[config.mk]
export PLATFORM = sky130hd
export DESIGN_NAME = softmax_div_feeder
export DESIGN_NICKNAME = d
export VERILOG_FILES = /design/src/rtl/softmax_pkg.sv /design/src/rtl/softmax_frame_buf.sv /design/src/rtl/softmax_div_feeder.sv
export SDC_FILE = /design/constraint.sdc
export NUM_CORES = 2
export LEC_CHECK = 0
export CAP_MARGIN = 40
export CORE_UTILIZATION = 48
export DETAILED_ROUTE_END_ITERATION = 10
export PLACE_DENSITY_LB_ADDON = 0.3
export SYNTH_ARGS = -nofsm -noshare
export SYNTH_HDL_FRONTEND = slang
export SYNTH_HIERARCHICAL = 1
export SYNTH_SLANG_ARGS = --single-unit
[constraint.sdc]
create_clock -name clk -period 5.1 [get_ports clk]
set_input_delay 1.02 -clock clk [delete_from_list [all_inputs] [get_ports clk]]
set_output_delay 1.02 -clock clk [all_outputs]
set_load 0.01 [all_outputs]
[src/rtl/softmax_pkg.sv]
// Shared constants and types for the softmax divider operand feeder.
//   DATA_W     exp value / divisor width
//   A_W        dividend width (>= DATA_W + FRAC_SHIFT)
//   FRAC_SHIFT left shift applied to each exp value to form the dividend
//   MAX_LEN    frame buffer depth (power of two)
//   DIV_LAT    enabled clocks from operand presentation to divider quotient
package softmax_pkg;

    localparam int DATA_W     = 32;
    localparam int A_W        = 64;
    localparam int FRAC_SHIFT = 32;
    localparam int MAX_LEN    = 64;
    localparam int DIV_LAT    = 63;

    localparam int LEN_W   = $clog2(MAX_LEN) + 1;
    localparam int ADDR_W  = $clog2(MAX_LEN);
    localparam int FLUSH_W = $clog2(DIV_LAT);

    typedef enum logic [1:0] {
        ACCUM,
        SEND,
        FLUSH
    } state_t;

    typedef struct packed {
        logic vld;
        logic last;
    } tag_t;

endpackage

[src/rtl/softmax_frame_buf.sv]
// Frame buffer: simple dual-port RAM, MAX_LEN x DATA_W, synchronous write,
// registered read. The array itself is not reset.
//   clk    clock
//   we     write enable, waddr/wdata write port
//   re     read enable; rdata updates the cycle after raddr is presented
module softmax_frame_buf
    import softmax_pkg::*;
(
    input  logic              clk,
    input  logic              we,
    input  logic [ADDR_W-1:0] waddr,
    input  logic [DATA_W-1:0] wdata,
    input  logic              re,
    input  logic [ADDR_W-1:0] raddr,
    output logic [DATA_W-1:0] rdata
);

    logic [DATA_W-1:0] mem [MAX_LEN];
    logic [DATA_W-1:0] rdata_q;

    always_ff @(posedge clk) begin
        if (we) begin
            mem[waddr] <= wdata;
        end
        if (re) begin
            rdata_q <= mem[raddr];
        end
    end

    assign rdata = rdata_q;

endmodule

[src/rtl/softmax_div_feeder.sv]
// Operand feeder for the 64/32 pipelined softmax divider. Collects a frame of
// exp() values with a saturating sum, then replays each value as
// (exp << FRAC_SHIFT) / sum and flushes the divider, tracking quotient
// valid/last through a tag pipe matched to the divider latency.
//   clk, rst            clock, synchronous active-high reset
//   in_valid/in_ready   input handshake; in_data exp value, in_last frame end
//   div_en/div_a/div_b  divider advance, dividend, divisor
//   q_valid/q_last      quotient valid at divider output, last of frame
//   sum_sat/sum_zero/len_trunc  sticky per-frame flags
//   frame_cycles        only with SOFTMAX_FEEDER_PERF_EN: cycles from first
//                       accepted element to q_last of that frame
//
// state | meaning
// ACCUM | accept elements, write buffer, accumulate sum
// SEND  | read buffer in order, present one operand per cycle
// FLUSH | DIV_LAT dummy operands to drain the stalled divider
module softmax_div_feeder
    import softmax_pkg::*;
(
    input  logic              clk,
    input  logic              rst,
    input  logic              in_valid,
    output logic              in_ready,
    input  logic [DATA_W-1:0] in_data,
    input  logic              in_last,
    output logic              div_en,
    output logic [A_W-1:0]    div_a,
    output logic [DATA_W-1:0] div_b,
    output logic              q_valid,
    output logic              q_last,
    output logic              sum_sat,
    output logic              sum_zero,
    output logic              len_trunc
`ifdef SOFTMAX_FEEDER_PERF_EN
    ,
    output logic [31:0]       frame_cycles
`endif
);

    state_t               state_q, state_d;
    logic [LEN_W-1:0]     wr_cnt_q, wr_cnt_d;
    logic [LEN_W-1:0]     len_q, len_d;
    logic [LEN_W-1:0]     rd_cnt_q, rd_cnt_d;
    logic [FLUSH_W-1:0]   flush_cnt_q, flush_cnt_d;
    logic [DATA_W-1:0]    sum_q, sum_d;
    logic [DATA_W-1:0]    div_b_q, div_b_d;
    logic                 div_en_q, div_en_d;
    logic                 op_vld_q, op_vld_d;
    logic                 op_last_q, op_last_d;
    logic                 sum_sat_q, sum_sat_d;
    logic                 sum_zero_q, sum_zero_d;
    logic                 len_trunc_q, len_trunc_d;
    tag_t [DIV_LAT-1:0]   tag_pipe_q, tag_pipe_d;

    logic                 accept;
    logic                 first_elem;
    logic [DATA_W-1:0]    sum_base;
    logic [DATA_W:0]      sum_wide;
    logic [DATA_W-1:0]    sum_next;
    logic                 buf_we;
    logic                 buf_re;
    logic [DATA_W-1:0]    rd_data;
    logic [A_W-1:0]       rd_ext;
    tag_t                 tag_in;
    tag_t                 tag_tail;

    softmax_frame_buf u_buf (
        .clk   (clk),
        .we    (buf_we),
        .waddr (wr_cnt_q[ADDR_W-1:0]),
        .wdata (in_data),
        .re    (buf_re),
        .raddr (rd_cnt_q[ADDR_W-1:0]),
        .rdata (rd_data)
    );

    assign in_ready   = (state_q == ACCUM);
    assign accept     = in_valid & in_ready;
    assign first_elem = (wr_cnt_q == '0);

    // First element of a frame starts from zero so the previous frame's sum
    // never leaks in; a carry out pins the sum at all-ones.
    always_comb begin
        sum_base = first_elem ? '0 : sum_q;
        sum_wide = {1'b0, sum_base} + {1'b0, in_data};
        sum_next = sum_wide[DATA_W] ? '1 : sum_wide[DATA_W-1:0];
    end

    always_comb begin
        state_d     = state_q;
        wr_cnt_d    = wr_cnt_q;
        len_d       = len_q;
        rd_cnt_d    = rd_cnt_q;
        flush_cnt_d = flush_cnt_q;
        sum_d       = sum_q;
        div_b_d     = div_b_q;
        div_en_d    = 1'b0;
        op_vld_d    = 1'b0;
        op_last_d   = 1'b0;
        sum_sat_d   = sum_sat_q;
        sum_zero_d  = sum_zero_q;
        len_trunc_d = len_trunc_q;
        buf_we      = 1'b0;
        buf_re      = 1'b0;

        case (state_q)
            ACCUM: begin
                if (accept) begin
                    buf_we      = 1'b1;
                    sum_d       = sum_next;
                    sum_sat_d   = (first_elem ? 1'b0 : sum_sat_q) | sum_wide[DATA_W];
                    sum_zero_d  = first_elem ? 1'b0 : sum_zero_q;
                    len_trunc_d = first_elem ? 1'b0 : len_trunc_q;
                    if (in_last || (wr_cnt_q == LEN_W'(MAX_LEN - 1))) begin
                        state_d  = SEND;
                        len_d    = wr_cnt_q + LEN_W'(1);
                        wr_cnt_d = '0;
                        rd_cnt_d = '0;
                        // Divisor is fixed for the whole replay; a zero sum
                        // would divide by zero, so substitute 1.
                        if (sum_next == '0) begin
                            div_b_d    = DATA_W'(1);
                            sum_zero_d = 1'b1;
                        end else begin
                            div_b_d = sum_next;
                        end
                        if (!in_last) begin
                            len_trunc_d = 1'b1;
                        end
                    end else begin
                        wr_cnt_d = wr_cnt_q + LEN_W'(1);
                    end
                end
            end
            SEND: begin
                div_en_d = 1'b1;
                if (rd_cnt_q < len_q) begin
                    // Read issued now, operand presented next cycle.
                    buf_re    = 1'b1;
                    rd_cnt_d  = rd_cnt_q + LEN_W'(1);
                    op_vld_d  = 1'b1;
                    op_last_d = (rd_cnt_q == len_q - LEN_W'(1));
                end else begin
                    state_d     = FLUSH;
                    div_b_d     = DATA_W'(1);
                    flush_cnt_d = FLUSH_W'(DIV_LAT - 1);
                end
            end
            FLUSH: begin
                if (flush_cnt_q == '0) begin
                    state_d = ACCUM;
                    div_b_d = '0;
                end else begin
                    flush_cnt_d = flush_cnt_q - FLUSH_W'(1);
                    div_en_d    = 1'b1;
                    div_b_d     = DATA_W'(1);
                end
            end
            default: begin
                state_d = ACCUM;
            end
        endcase
    end

    // Tags only move when the divider advances, so they stay aligned with the
    // quotient inside the stalled pipeline.
    always_comb begin
        tag_in.vld  = op_vld_q;
        tag_in.last = op_last_q;
        tag_pipe_d  = tag_pipe_q;
        if (div_en_q) begin
            tag_pipe_d = {tag_pipe_q[DIV_LAT-2:0], tag_in};
        end
    end

    always_ff @(posedge clk) begin
        if (rst) begin
            state_q     <= ACCUM;
            wr_cnt_q    <= '0;
            len_q       <= '0;
            rd_cnt_q    <= '0;
            flush_cnt_q <= '0;
            sum_q       <= '0;
            div_b_q     <= '0;
            div_en_q    <= 1'b0;
            op_vld_q    <= 1'b0;
            op_last_q   <= 1'b0;
            sum_sat_q   <= 1'b0;
            sum_zero_q  <= 1'b0;
            len_trunc_q <= 1'b0;
            tag_pipe_q  <= '0;
        end else begin
            state_q     <= state_d;
            wr_cnt_q    <= wr_cnt_d;
            len_q       <= len_d;
            rd_cnt_q    <= rd_cnt_d;
            flush_cnt_q <= flush_cnt_d;
            sum_q       <= sum_d;
            div_b_q     <= div_b_d;
            div_en_q    <= div_en_d;
            op_vld_q    <= op_vld_d;
            op_last_q   <= op_last_d;
            sum_sat_q   <= sum_sat_d;
            sum_zero_q  <= sum_zero_d;
            len_trunc_q <= len_trunc_d;
            tag_pipe_q  <= tag_pipe_d;
        end
    end

    // The RAM output register doubles as the dividend register; masking with
    // op_vld_q keeps div_a at zero outside real operand cycles.
    assign rd_ext   = {{(A_W - DATA_W){1'b0}}, rd_data};
    assign div_a    = op_vld_q ? (rd_ext << FRAC_SHIFT) : '0;
    assign div_b    = div_b_q;
    assign div_en   = div_en_q;
    assign tag_tail = tag_pipe_q[DIV_LAT-1];
    assign q_valid  = div_en_q & tag_tail.vld;
    assign q_last   = div_en_q & tag_tail.last;
    assign sum_sat   = sum_sat_q;
    assign sum_zero  = sum_zero_q;
    assign len_trunc = len_trunc_q;

`ifdef SOFTMAX_FEEDER_PERF_EN
    logic [31:0] perf_cnt_q, perf_cnt_d;
    logic [31:0] frame_cycles_q, frame_cycles_d;
    logic        perf_run_q, perf_run_d;

    always_comb begin
        perf_cnt_d     = perf_cnt_q;
        perf_run_d     = perf_run_q;
        frame_cycles_d = frame_cycles_q;
        if (accept && first_elem) begin
            perf_cnt_d = 32'd1;
            perf_run_d = 1'b1;
        end else if (perf_run_q && (perf_cnt_q != '1)) begin
            perf_cnt_d = perf_cnt_q + 32'd1;
        end
        if (q_last) begin
            frame_cycles_d = perf_cnt_q;
            perf_run_d     = 1'b0;
        end
    end

    always_ff @(posedge clk) begin
        if (rst) begin
            perf_cnt_q     <= '0;
            perf_run_q     <= 1'b0;
            frame_cycles_q <= '0;
        end else begin
            perf_cnt_q     <= perf_cnt_d;
            perf_run_q     <= perf_run_d;
            frame_cycles_q <= frame_cycles_d;
        end
    end

    assign frame_cycles = frame_cycles_q;
`endif

endmodule

Word level (Yosys, flattened, before mapping)
Memory sizes are Yosys's and may differ from the RTL's. A register that Yosys moved wholly into a read port is not among the register bits.
Index checks and enable logic that the tools add are counted.
Widths: inputs -> output; s select.

word-level totals
  logic and storage cells = 214
  bits in writable memories = 2048
  input bits = 36
  memories kept = 1
  bits in registers = 225
  output and inout bits = 103

operators by class
  multiplexer cells = 37
  order comparisons = 1
  reductions and logical operators = 15
  add/subtract/negate cells = 5
  eq/ne operators = 10
  bitwise operators = 6

memories
  name       words  width  read ports  clocked after memory_dff  write ports  line                     RTL
  u_buf.mem  64     32     1           1                         1            softmax_frame_buf.sv:18  logic [DATA_W-1:0] mem [MAX_LEN];

operators with widths
  operator             count
  $mux 32              6
  $pmux 32 s3          1
  $mux 64              1
  $add 32x32->33       1
  $logic_not 32->1     1
  $mux 7               4
  $mux 1               15
  $add 7x1->7 const B  2
  $pmux 7 s2           1
  $mux 6               2
  $pmux 6 s2           1
  $reduce_and 4->1     3
  $mux 2               4
  $ne 2x2->1 const B   4
  $eq 7x6->1 const B   1
  $eq 7x7->1           1
  $logic_not 7->1      1
  $lt 7x7->1           1
  $sub 7x1->7 const B  1
  $logic_not 6->1      1
  $pmux 2 s3           1
  $reduce_and 3->1     2
  $sub 6x1->6 const B  1
  $ne 2x1->1 const B   2
  other kinds (12)     16

Longest topological paths before layout
  word-level depth = 9
  mapped depth = 17
  mapped depth without buffers = 15

Hierarchy
The synthesis kept the hierarchy.

by module, submodules not included
  module              times used  sequential area each (µm²)  cells each  area an instance (µm²)
  softmax_frame_buf   1           62459.9                     3324        78835.6
  softmax_div_feeder  1           4504.3                      1345        11730.0

Least setup slack after synthesis
OpenSTA, ideal clock, no wires.

  kind = in2reg
  from = input in_valid
  to = memory u_buf.mem[48][0], enable pin
  path buffers = 2
  arrival time = 4441 ps
  setup slack = 198 ps
  required time = 4639 ps
  cell stages on the path = 7
  library setup time = 461 ps
  path through = nand2_1 -> inv_1 -> clkbuf_1 -> clkbuf_1 -> nor2b_1 -> nand4b_1 -> nor3_1

on the way
  cells in the longest elaborated chain, start to end = 5

ends and longest elaborated chain
  what                          line                       RTL
  start: declaration            softmax_div_feeder.sv:22   input logic in_valid,
  $and 1x1->1                   softmax_div_feeder.sv:78   assign accept = in_valid & in_ready;
  $mux 1                        softmax_div_feeder.sv:108  if (accept) begin
  $mux 1                        softmax_div_feeder.sv:106  case (state_q)
  net buf_we                    softmax_div_feeder.sv:60   logic buf_we;
  $mux 1                        softmax_frame_buf.sv:22    if (we) begin
  $mux 1 (not written as such)  softmax_frame_buf.sv:23    mem[waddr] <= wdata;
  end: declaration              softmax_frame_buf.sv:18

The timed path passes the listed nets, and every way through them passes these cells.

Worst setup path in the final report
  from = register wr_cnt_q[2]
  to = register sum_q[30]

on the way
  cells in the longest elaborated chain, start to end = 4

ends and longest elaborated chain
  what                      line                       RTL
  start: declaration        softmax_div_feeder.sv:41   logic [LEN_W-1:0] wr_cnt_q, wr_cnt_d;
  start signal: assignment  softmax_div_feeder.sv:194  wr_cnt_q <= wr_cnt_d;
  $logic_not 7->1           softmax_div_feeder.sv:79   assign first_elem = (wr_cnt_q == '0);
  $mux 32                   softmax_div_feeder.sv:84   sum_base = first_elem ? '0 : sum_q;
  $add 32x32->33            softmax_div_feeder.sv:85   sum_wide = {1'b0, sum_base} + {1'b0, in_data};
  $mux 32                   softmax_div_feeder.sv:86   sum_next = sum_wide[DATA_W] ? '1 : sum_wide[DATA_W-1:0];
  end signal: assignment    softmax_div_feeder.sv:198  sum_q <= sum_d;
  end: declaration          softmax_div_feeder.sv:45   logic [DATA_W-1:0] sum_q, sum_d;

Every way passes these cells.
A chain may end at the register's enable or synchronous reset.

==> summary.md <==
| Metric | Value |
|---|---|
| H-tree depth | `4` |
| Synthesized flop and latch total | `2305` |
| Vias/cell | `6.106` |
| Port buffer count | `106` |
| Initial antenna violation count | `12` |
| Delay-heaviest family, CP | `compound AO/OA/AOI/OAI gates` |
| TritonCTS clock tree | `yes` |
| Hold Startpoint | `div_b[11]$_SDFFE_PP0P_` |
| Placed Area | `95690 um2` |
| Root buffer cell | `clkbuf_16` |
| RSZ-0062 raised after global routing | `no` |
| Worst-path cell chain | `nor4_1 > nand3b_1 > buf_4 > and2_1 > ha_1 > fa_1 > nand3_1 > a21oi_1 > o21ai_1 > o211ai_1 > o21ai_0 > mux2_2 > nor4_1 > a211oi_1` |
| Fin. Hold Viols | `0` |
| Total CTS buffers | `216` |
| Cell taking the most area after synthesis | `edfxtp_1` |
| Max cap viols | `0` |
| P_int | `33.69 mW` |
| Clk slew on worst S/H paths | `70 ps` |
| Setup WS pre-CTS | `761.7 ps` |
| Worst min-delay path category | `flop to flop` |
| Outcome | `finished clean` |
| PwrDens | `438.6 nW/um2` |
| Max-slew violation count | `0` |
| Chip Height | `436.4 um` |
| Final Skew | `31.42 ps` |
| Seq pwr share | `47.3%` |
| WL final | `230.0 mm` |
| Register area share after synthesis | `73.94%` |
| Final Cell Area | `102600 um2` |
| Vias | `46559` |
| Syn Area/Cell | `19.40 um2` |
| Seq. cell area | `66980 um2` |
| Ys Warns | `6` |
| Commonest cells post-synth | `edfxtp_1 (2080), mux4_2 (544), nor2_1 (371)` |
| Most common cell in the synthesized netlist | `edfxtp_1` |
| CP startpoint kind | `flop` |
| CTS Hold Bufs | `0` |
| Tcrit/Tclk final | `85.96%` |
| Row cnt | `159` |
| Commonest register cell after synthesis | `edfxtp_1` |
| Psw | `11.32 mW` |
| Worst-margin pin slew | `968.8 ps` |
| FILL cells | `14053` |
| Clock share of power | `35.0%` |
| Crit Path Category | `flop to flop` |
| GRT Util Overall | `24.06%` |
| Max Clk Rate | `228.1 MHz` |
| Die Wd | `436.4 um` |
| EDFF count, synth | `2080` |
| Area fraction of the dominant cell type after synthesis | `68.97%` |
| Setup_tns | `0 ps` |
| P&R area growth vs syn | `13.31%` |
| Final Wtd Congestion | `0.8956` |
| Leak pwr | `31.68 nW` |
| FFs w/ async S/R, synth | `0%` |
| CTS resizes | `0` |
| Average wire per standard cell | `30.16 um` |
| Reg-to-Reg Start | `wr_cnt_q[2]$_SDFFE_PP0P_` |
| Largest net degree at the start of global routing | `113` |
| Io pins | `139` |
| Fin crit period | `4384 ps` |
| Worst rel slew slack | `35.26%` |
| DRC viols | `0` |
| Area of the multi-input gates | `22550 um2` |
| Post-synthesis cell type count | `97` |
| NumNets Final | `5037` |
| Logic pwr share | `17.6%` |
| Clk_lat worst skew | `840 ps` |
| Crit Path Max Fanout | `35` |
| Fin worst setup slack | `716.0 ps` |
| Critical path capture point type | `flop` |
| Starting Density | `48.28%` |
| Total Power | `45.01 mW` |
| Mapped Cells | `4669` |
| Clock Tree Buf Depth | `3` |
| Final Util | `54.70%` |
| Synth top area cells | `edfxtp_1 (69%), mux4_2 (14%), dfxtp_1 (5.0%)` |
| Mapped Area | `90570 um2` |
| Final ANT Viol Nets | `0` |
| Number of global-route vias before repair | `45642` |
| Grt ovf | `0` |
| Slowest-stage cell, CP | `o21ai_0` |
| Iter 0 DRT Violations | `5663` |
| Die area | `190400 um2` |
| Worst path arrival time | `5040 ps` |
| First-pass GRT wire length | `328.0 mm` |
| DP Wirelength | `140.6 mm` |
| Core Area | `187600 um2` |
| Critical Path RT | `5760 ps` |
| Critical Path Start | `wr_cnt_q[2]$_SDFFE_PP0P_` |
| Sw Ratio | `25.15%` |
| VDD IR max | `379.2 uV` |
| Detailed-router iteration count before antenna repair | `8` |
| Setup Fix Bufs, Post-CTS | `0` |
| CP dominant cell by count | `nor4_1` |
| Share of layout cells above drive strength 1 | `23.71%` |
| # setup viols final | `0` |
| CP bufs+invs | `1` |
| Clock Sinks | `2305` |
| Worst path max stage delay | `460 ps` |
-- stage by stage --
stage,instances,hold WS (ps)
floorplan,4700,431.7
global placement,7218,438.7
detailed placement,7227,443.3
CTS,7619,452.2
global route,7622,481.6
finish,7625,450.8
-- final cells by class --
cell class / instances / share of cell area, %
flip-flops and latches: 2305 / 65.28
multi-input cells: 2075 / 21.98
clock buffers: 282 / 5.683
well taps: 2495 / 3.042
repair buffers: 333 / 2.896
clock inverters: 110 / 1.039
inverters: 20 / 0.07316
diodes: 5 / 0.01219
-- sequential cells by signal, indices dropped and copies added, names as in the netlist, 2 cells and up --
signal	flops
u_buf/mem	2048
flush_cnt_q	6
rd_cnt_q	7
state_q	2
u_buf/rdata	32
wr_cnt_q	7
len_q	7
div_b	32
tag_pipe_q	126
sum_q	32
-- tightest hold or removal path: cells and delay by family, from the launching register on --
| kind | cells | cell delay, ps |
|---|---|---|
| compound gates | 1 | 50 |
| flops | 1 | 310 |
| simple gates | 1 | 50 |
-- power groups by stage --
stage / logic (mW) / clock network, mW / registers, mW
floorplan: 5.59 / 0 / 21.6
global placement: 7.89 / 0 / 21.7
detailed placement: 7.97 / 0 / 21.7
CTS: 8.00 / 16.0 / 21.3
global route: 8.47 / 16.7 / 21.3
finish: 7.93 / 15.8 / 21.3
-- layer usage --
| layer | routed length, um | track usage, % | part of all wire [%] |
|---|---|---|---|
| met1 | 93450 | 34.40 | 41 |
| met2 | 107700 | 37.17 | 47 |
| met3 | 20830 | 4.556 | 9.1 |
| met4 | 8041 | 8.568 | 3.5 |
| met5 | 0 | 0 | 0 |
-- layout by cell type, fill, tap and decap left out, types with 20 or more instances in the layout --
cell,n
o221ai_1,27
mux4_2,544
buf_12,24
xor2_1,20
o21ai_0,40
a21oi_1,122
buf_4,196
clkinv_2,31
ha_1,49
clkbuf_16,222
dfxtp_1,219
edfxtp_1,2080
nor3_1,27
o21ai_1,23
xnor2_1,23
clkinv_1,44
and2_1,74
nand2_1,99
nor2_1,309
o22ai_1,86
nor2_4,62
a211oi_1,36
mux2i_1,225
clkdlybuf4s50_1,73
buf_2,32
conb_1,32
clkbuf_1,54
-- kinds of logic (layout without fill, tap and decap cells) --
logic type	count (synthesis)	in the layout	synth area share, %
buffers and inverters	320	745	1.813
and+or+nand+nor	724	724	3.759
adders and majority gates	50	50	0.6991
muxes	770	770	16.03
other	1	37	0.004141
xor gates and xnor gates	43	43	0.4158
AOI/OAI and AO/OA	456	456	3.342
DFF	2305	2305	73.94
-- final timing paths --
check                                               to  slack [ps]  cells after the start
worst min-delay path            div_b[11]$_SDFFE_PP0P_         450                      2
worst max-delay path            sum_q[30]$_SDFFE_PP0P_         720                     14
worst min register to register  div_b[11]$_SDFFE_PP0P_         450                      2
worst max register to register  sum_q[30]$_SDFFE_PP0P_         720                     14
Note: power is estimated with default switching activity, not from simulation.
